`src/rtl/alu_pkg.sv`:
```
// -----------------------------------------------------------------------------
// alu_pkg
// Shared definitions for the iterative ALU: opcode encodings (alucontrol field)
// and the controller state type. Imported by alu_iter.
// -----------------------------------------------------------------------------
package alu_pkg;

  localparam logic [3:0] OP_ADD  = 4'b0000;
  localparam logic [3:0] OP_SUB  = 4'b1000;
  localparam logic [3:0] OP_SLT  = 4'b0010;
  localparam logic [3:0] OP_SLTU = 4'b0011;
  localparam logic [3:0] OP_XOR  = 4'b0100;
  localparam logic [3:0] OP_OR   = 4'b0110;
  localparam logic [3:0] OP_AND  = 4'b0111;
  localparam logic [3:0] OP_SLL  = 4'b0001;
  localparam logic [3:0] OP_SRL  = 4'b0101;
  localparam logic [3:0] OP_SRA  = 4'b1101;
  localparam logic [3:0] OP_MUL  = 4'b1001;

  typedef enum logic [1:0] {
    IDLE  = 2'd0,
    SHIFT = 2'd1,
    MUL   = 2'd2,
    DONE  = 2'd3
  } state_t;

  // True for the codes whose result is a single-bit shift sequence.
  function automatic logic is_shift_op(input logic [3:0] op);
    return (op == OP_SLL) || (op == OP_SRL) || (op == OP_SRA);
  endfunction

endpackage

```
`src/rtl/alu_addsub.sv`:
```
// -----------------------------------------------------------------------------
// alu_addsub
// WIDTH-bit parallel-prefix (Kogge-Stone) carry-lookahead adder/subtractor.
//   a, b  : operands
//   sub   : 1 -> a - b (two's complement, carry-in 1), 0 -> a + b
//   sum   : result modulo 2^WIDTH
//   cout  : carry out of the MSB (for subtraction: 1 means no borrow)
// -----------------------------------------------------------------------------
module alu_addsub #(
  parameter int WIDTH = 32
) (
  input  logic [WIDTH-1:0] a,
  input  logic [WIDTH-1:0] b,
  input  logic             sub,
  output logic [WIDTH-1:0] sum,
  output logic             cout
);

  localparam int STAGES = $clog2(WIDTH);

  logic [WIDTH-1:0] bx;
  logic [WIDTH-1:0] p0;
  logic [WIDTH-1:0] g;
  logic [WIDTH-1:0] p;
  logic [WIDTH-1:0] g_n;
  logic [WIDTH-1:0] p_n;

  // NOTE: every variable written here gets a value on every path before it is
  // read, so this stays pure combinational logic with no inferred latch.
  always_comb begin
    bx = b ^ {WIDTH{sub}};
    p0 = a ^ bx;
    g  = a & bx;
    p  = p0;
    // Fold the carry-in into bit 0's generate so the prefix tree needs no
    // extra column.
    g[0] = g[0] | (p0[0] & sub);
    g_n  = g;
    p_n  = p;
    for (int k = 0; k < STAGES; k++) begin
      g_n = g;
      p_n = p;
      for (int i = (1 << k); i < WIDTH; i++) begin
        g_n[i] = g[i] | (p[i] & g[i - (1 << k)]);
        p_n[i] = p[i] & p[i - (1 << k)];
      end
      g = g_n;
      p = p_n;
    end
    // After the tree, g[i] is the carry out of bit i.
    sum  = p0 ^ {g[WIDTH-2:0], sub};
    cout = g[WIDTH-1];
  end

endmodule

```
`src/rtl/alu_iter.sv`:
```
// -----------------------------------------------------------------------------
// alu_iter
// Iterative ALU with valid/ready handshakes on both sides. Simple ops finish in
// one cycle; shifts move one bit per cycle; the optional multiplier is a
// WIDTH-cycle shift-add loop sharing the add/sub unit.
//
// Configuration macro: ALU_ITER_MUL_EN
//   defined   -> opcode 1001 multiplies (low WIDTH bits of the product)
//   undefined -> no multiplier; 1001 behaves as an undefined code (result 0)
//
// Ports
//   clk        : clock, rising edge
//   reset_n    : synchronous active-low reset
//   in_valid   : request present          in_ready  : accepting (IDLE only)
//   srca, srcb : operands                 alucontrol: opcode
//   shamt      : shift amount
//   out_valid  : result available         out_ready : consumer takes result
//   aluout     : registered result        zero      : (srca == srcb) of request
//   busy       : controller not in IDLE
// -----------------------------------------------------------------------------
module alu_iter
  import alu_pkg::*;
#(
  parameter int WIDTH = 32,
  parameter int SHW   = $clog2(WIDTH)
) (
  input  logic             clk,
  input  logic             reset_n,
  input  logic             in_valid,
  output logic             in_ready,
  input  logic [WIDTH-1:0] srca,
  input  logic [WIDTH-1:0] srcb,
  input  logic [3:0]       alucontrol,
  input  logic [SHW-1:0]   shamt,
  output logic             out_valid,
  input  logic             out_ready,
  output logic [WIDTH-1:0] aluout,
  output logic             zero,
  output logic             busy
);

  // One extra bit so the multiply loop can count WIDTH iterations.
  localparam int CNT_W = SHW + 1;

  state_t           state;
  logic [WIDTH-1:0] a_q;       // shift data / multiplicand
  logic [3:0]       op_q;
  logic [CNT_W-1:0] cnt_q;
  logic [WIDTH-1:0] aluout_q;
  logic             zero_q;
  logic             out_valid_q;
`ifdef ALU_ITER_MUL_EN
  logic [WIDTH-1:0] b_q;       // multiplier, consumed LSB first
  logic [WIDTH-1:0] acc_q;     // partial product
  logic [WIDTH-1:0] mul_next;
`endif

  logic             accept;
  logic [WIDTH-1:0] add_a;
  logic [WIDTH-1:0] add_b;
  logic             add_sub;
  logic [WIDTH-1:0] add_sum;
  logic             add_cout;
  logic             ovf;
  logic             lt_s;
  logic             lt_u;
  logic [WIDTH-1:0] quick_res;
  logic [WIDTH-1:0] sh_next;
  logic             long_shift;

  assign in_ready  = (state == IDLE);
  assign busy      = (state != IDLE);
  assign out_valid = out_valid_q;
  assign aluout    = aluout_q;
  assign zero      = zero_q;
  assign accept    = in_valid && in_ready;

  // The adder serves the live request in IDLE and the accumulator in MUL.
  always_comb begin
    add_a   = srca;
    add_b   = srcb;
    add_sub = (alucontrol != OP_ADD);
`ifdef ALU_ITER_MUL_EN
    if (state == MUL) begin
      add_a   = acc_q;
      add_b   = a_q;
      add_sub = 1'b0;
    end
`endif
  end

  alu_addsub #(.WIDTH(WIDTH)) u_addsub (
    .a    (add_a),
    .b    (add_b),
    .sub  (add_sub),
    .sum  (add_sum),
    .cout (add_cout)
  );

  // Single-cycle results, valid while in IDLE with the request on the inputs.
  always_comb begin
    // Signed overflow of A-B: operand signs differ and the result sign
    // differs from A's.
    ovf  = (srca[WIDTH-1] ^ srcb[WIDTH-1]) & (add_sum[WIDTH-1] ^ srca[WIDTH-1]);
    lt_s = add_sum[WIDTH-1] ^ ovf;
    lt_u = ~add_cout;
    unique case (alucontrol)
      OP_ADD, OP_SUB:         quick_res = add_sum;
      OP_SLT:                 quick_res = WIDTH'(lt_s);
      OP_SLTU:                quick_res = WIDTH'(lt_u);
      OP_XOR:                 quick_res = srca ^ srcb;
      OP_OR:                  quick_res = srca | srcb;
      OP_AND:                 quick_res = srca & srcb;
      OP_SLL, OP_SRL, OP_SRA: quick_res = srca;   // only reached with shamt 0
      default:                quick_res = '0;
    endcase
  end

  assign long_shift = is_shift_op(alucontrol) && (shamt != '0);

  always_comb begin
    unique case (op_q)
      OP_SLL:  sh_next = a_q << 1;
      OP_SRA:  sh_next = {a_q[WIDTH-1], a_q[WIDTH-1:1]};
      default: sh_next = a_q >> 1;
    endcase
  end

`ifdef ALU_ITER_MUL_EN
  assign mul_next = b_q[0] ? add_sum : acc_q;
`endif

  // NOTE: state registers use non-blocking assignments so every flop samples
  // the pre-edge values of the others, independent of statement order.
  always_ff @(posedge clk) begin
    // NOTE: the working registers are reset along with the visible outputs;
    // there are only a few of them and it keeps an aborted operation from
    // leaving stale data behind.
    if (!reset_n) begin
      state       <= IDLE;
      a_q         <= '0;
      op_q        <= '0;
      cnt_q       <= '0;
      aluout_q    <= '0;
      zero_q      <= 1'b0;
      out_valid_q <= 1'b0;
`ifdef ALU_ITER_MUL_EN
      b_q         <= '0;
      acc_q       <= '0;
`endif
    end else begin
      unique case (state)
        IDLE: begin
          if (accept) begin
            a_q    <= srca;
            op_q   <= alucontrol;
            zero_q <= (srca == srcb);
`ifdef ALU_ITER_MUL_EN
            b_q    <= srcb;
            acc_q  <= '0;
`endif
            if (long_shift) begin
              cnt_q <= CNT_W'(shamt);
              state <= SHIFT;
`ifdef ALU_ITER_MUL_EN
            end else if (alucontrol == OP_MUL) begin
              cnt_q <= CNT_W'(WIDTH);
              state <= MUL;
`endif
            end else begin
              aluout_q    <= quick_res;
              out_valid_q <= 1'b1;
              state       <= DONE;
            end
          end
        end

        SHIFT: begin
          a_q   <= sh_next;
          cnt_q <= cnt_q - CNT_W'(1);
          if (cnt_q == CNT_W'(1)) begin
            aluout_q    <= sh_next;
            out_valid_q <= 1'b1;
            state       <= DONE;
          end
        end

`ifdef ALU_ITER_MUL_EN
        MUL: begin
          acc_q <= mul_next;
          a_q   <= a_q << 1;
          b_q   <= b_q >> 1;
          cnt_q <= cnt_q - CNT_W'(1);
          if (cnt_q == CNT_W'(1)) begin
            aluout_q    <= mul_next;
            out_valid_q <= 1'b1;
            state       <= DONE;
          end
        end
`endif

        DONE: begin
          if (out_ready) begin
            out_valid_q <= 1'b0;
            state       <= IDLE;
          end
        end

        default: state <= IDLE;
      endcase
    end
  end

endmodule

```
`config.mk`:
```
export PLATFORM = sky130hd
export DESIGN_NAME = alu_iter
export DESIGN_NICKNAME = d
export VERILOG_FILES = /design/src/rtl/alu_pkg.sv /design/src/rtl/alu_addsub.sv /design/src/rtl/alu_iter.sv
export SDC_FILE = /design/constraint.sdc
export NUM_CORES = 1
export LEC_CHECK = 0
export CORE_AREA = 2 2 144 146
export DETAILED_ROUTE_END_ITERATION = 6
export DIE_AREA = 0 0 146 148
export GPL_TIMING_DRIVEN = 0
export SLEW_MARGIN = 40
export SYNTH_ARGS = -nofsm -noshare
export SYNTH_HDL_FRONTEND = slang
export SYNTH_SLANG_ARGS = --single-unit
```
`constraint.sdc`:
```
create_clock -name clk -period 4.75 [get_ports clk]
set_input_delay 0.475 -clock clk [delete_from_list [all_inputs] [get_ports clk]]
set_output_delay 0.475 -clock clk [all_outputs]
set_load 0.03 [all_outputs]
```
==> impl_summary.txt <==
----------------------------------------------------
[Synth]
  Count of warnings emitted by yosys ... 0
  Number of synthesized flops with an enable pin ... 0
  Unique masters post-synth ... 70
  Sequential share of the synthesized area ... 19.9%
  Flip-flop and latch count after synthesis ... 78
  Dominant synthesized flop cell ... dfxtp_1
  Area of the mapped netlist ... ~0.008 mm²
  Post-Syn Nets ... 1255
  Mapped Avg Cell Area ... 7.26 µm²
  Number of cells produced by synthesis ... around 1.1k
  Share of flip-flops with an asynchronous set or reset after synthesis ... 0%

[Global route]
  Global route overflow ... 0
  Pin count of the biggest net entering global routing ... 15
  Via count of the first global-routing pass ... 8252
  Antenna violations before repair ... 0
  Wire length of the first global-routing pass ... between 40000 and 50000 µm
  Total routing resource utilization after global routing ... 28.8%

[Die]
  Starting density of the core ... roughly two fifths
  Boundary Pins ... between 100 and 150
  Die outline area ... about 0.022 mm²
  Area of the placeable core ... 0.0200 mm²
  Overall die height ... 148 µm
  Die outline width ... around 150 µm
  FP Rows ... 52

[Clock network]
  TritonCTS clock tree ... yes
  Clock latency on the worst-skew pair ... approximately 0.36 ns
  Clock sink count ... 78
  H-tree depth ... 3
  Clk pin slew, worst setup/hold paths ... 0.07 ns
  Post-CTS setup buffers ... 0
  Maximum root-to-sink buffer count ... 2
  CTS buffer count ... 9
  Number of hold buffers added after cts ... 0
  CTS Root Buffer Type ... clkbuf_16

[Run status]
  Status ... finished with violations
  Violated checks ... DRC

[Worst setup path]
  Maximum cell stage delay along the critical path ... around 0.49 ns
  Arrival time at the worst endpoint ... around 4.9 ns
  Worst-path fanout max ... 10
  FF-to-FF setup slack ... 1.83 ns
  Worst-path cell with the longest stage delay ... nor4_4
  CP endpoint kind ... flip-flop
  CP top delay family ... simple AND/OR/NAND/NOR gates
  Worst Path Required ... roughly 5.0 ns
  Worst setup path category ... primary input to flip-flop
  Sum of buffers and inverters on the critical path ... 4
  Kind of launch point of the worst setup path ... primary input
  List of cells traversed by the critical path ... clkdlybuf4s50_1 -> clkbuf_1 -> nor4_4 -> clkbuf_4 -> xnor2_1 -> ha_1 -> buf_1 -> and4_1 -> nand2_1 -> o22ai_2 -> o21a_1 -> nor2_2 -> nor4bb_1 -> mux2_4 -> o31ai_4

[Cells and area]
  Util after Layout ... between 40% and 50%
  Proportion of layout cells with a drive suffix above 1 ... 3.98%
  Antenna Cells ... 0
  Number of nets in the finished design ... around 1.4k
  Area delta synth->final ... 23.2%
  Number of standard cells in the layout, taps in and fillers out ... 1477
  Final Instance Area ... about 0.0097 mm²

[Placement]
  Buffers on Ports ... between 100 and 150
  Cell total after placement ... between 1k and 1.5k
  Detailed Place HPWL ... 23700 µm
  Routability congestion estimate ... around 0.95
  Post-detailed-placement cell area ... ~0.0093 mm²

[Pwr]
  Internal power of the cells ... 0.00166 W
  Part of the total power dissipated in sequential elements ... 28.1%
  Switching share of power ... between 40% and 50%
  Net switching power figure ... 0.00115 W
  Fraction of power consumed by combinational cells ... a little over two fifths
  Power, Total ... between 0.002 and 0.003 W
  P_leak ... between 3 and 4 nW
  Power per unit of standard cell area ... a little under 300 mW/mm²
  Maximum vdd ir drop ... approximately 0.18 mV
  Part of the power in the clock network ... between 20 and 30%

[Min path]
  Type of the tightest min-delay check ... primary input to flip-flop

[STA]
  Worst-case headroom to the max-slew limit ... between 40% and 50%
  Final Slew Violations ... 0
  Final critical-path required period ... about 4.6 ns
  Unrepaired setup endpoints after global routing ... no
  Final Hold Violating Endpoints ... 0
  Setup-failing EPs final ... 0
  Clock Skew ... 0.0136 ns
  Period utilization ... a little under 100%
  Slew of the pin with the lowest slew margin ... 0.900 ns
  Fmax ... 219 MHz

[Routing]
  Post-DRT Antenna Nets ... 0
  Total vias in the final route ... ~8.8k
  Routed wire length ... about 31000 µm
  DR iter-0 viols ... around 1.1k
  Routed len/inst ... between 20 and 25 µm
  Total DRC errors in the routed layout ... 3
  Detailed Routing Iterations Pass 1 ... 7
  Vias per Instance ... ~6.0

[Run]
  Maximum Capacitance Violations ... 0

----------------------------------------------------
-- per-layer routing --
layer | wire, µm | track usage [%] | vias up
met5 | 0 | 0 | -
met4 | 776 | 6.99 | 0
met3 | 2680 | 5.56 | 58
met2 | 14300 | 48.7 | 425
met1 | 13600 | 38.0 | 4192
li1 | - | - | 4134
-- repair_timing --
item	CTS	global route
resized for setup	4	6
endpoints found under the setup margin	12	6
endpoints found under the hold margin	0	0
-- Yosys cell counts, drive strengths merged (16+ instances only) --
library cell | count | area [µm²]
xnor2 | 49 | 429
o21ai | 88 | 440
a21oi | 120 | 601
nor2 | 137 | 517
a31oi | 16 | 106
a211oi | 27 | 203
ha | 97 | 1210
mux2i | 27 | 270
nand2 | 88 | 330
a221oi | 20 | 193
clkbuf | 60 | 225
dfxtp | 78 | 1560
inv | 79 | 297
-- stage by stage --
step                      hold slack [ns]  TNS (ns)  setup slack, ns
final                               0.402         0            0.178
after detailed placement            0.447     -8.45           -0.908
after global placement              0.444    -16.28            -1.23
after floorplan                     0.431         0            0.842
after global routing                0.411         0           0.0183
after CTS                           0.393         0            0.133
-- state kept, by name (all words and copies together), names as in the netlist --
signal,cells
a_q,32
aluout,32
cnt_q,6
op_q,4
state,2
out_valid,1
zero,1
-- final cells by class --
class	count	area, µm²
buffer	70	284
clock inverter	7	96.3
multi-input combinational	852	5750
tap	270	338
sequential	78	1560
fill	2104	10400
timing repair buffer	111	1110
inverter	80	300
clock buffer	9	225
-- kinds of logic after synthesis --
group,after synthesis,share of synthesized area (%)
AND/OR/NAND/NOR,312,17.8
adder cells (fa/ha/maj),98,15.7
buffers and inverters,150,7.31
flip-flops,78,19.9
XOR/XNOR,56,6.25
AO/OA/AOI/OAI,353,28.7
multiplexers,33,4.35
-- final timing paths --
kind,to,startpoint,cells past startpoint
setup / recovery,aluout[25],alucontrol[1],15
hold / removal,op_q[2],alucontrol[2],3
setup reg to reg,aluout[16],state[0],9
hold reg to reg,aluout[2],aluout[2],2
-- worst min-delay path, cell delays in order --
cell,delay [ns]
buf_6,0.12
nand2_1,0.06
a21oi_1,0.05
-- cell usage in the layout, fill, tap and decap left out, types with 13 or more instances in the layout --
cell type	n
nor2_1	136
a21oi_1	120
clkdlybuf4s50_1	110
ha_1	97
nand2_1	88
o21ai_0	82
inv_1	79
dfxtp_1	78
clkbuf_1	55
xnor2_1	49
mux2i_1	27
a211oi_1	26
a221oi_1	19
a31oi_1	15
nor3_1	15
nor4_1	13
a222oi_1	13
-- power groups by stage --
stage               combinational [W]  clock (W)  sequential [W]
global route                  0.00133   0.000822        0.000799
floorplan                    0.000672          0        0.000870
CTS                           0.00120   0.000798        0.000788
global placement              0.00118          0        0.000802
finish                        0.00123   0.000794        0.000790
detailed placement            0.00119          0        0.000803
Power figures use the tool's default switching activity.
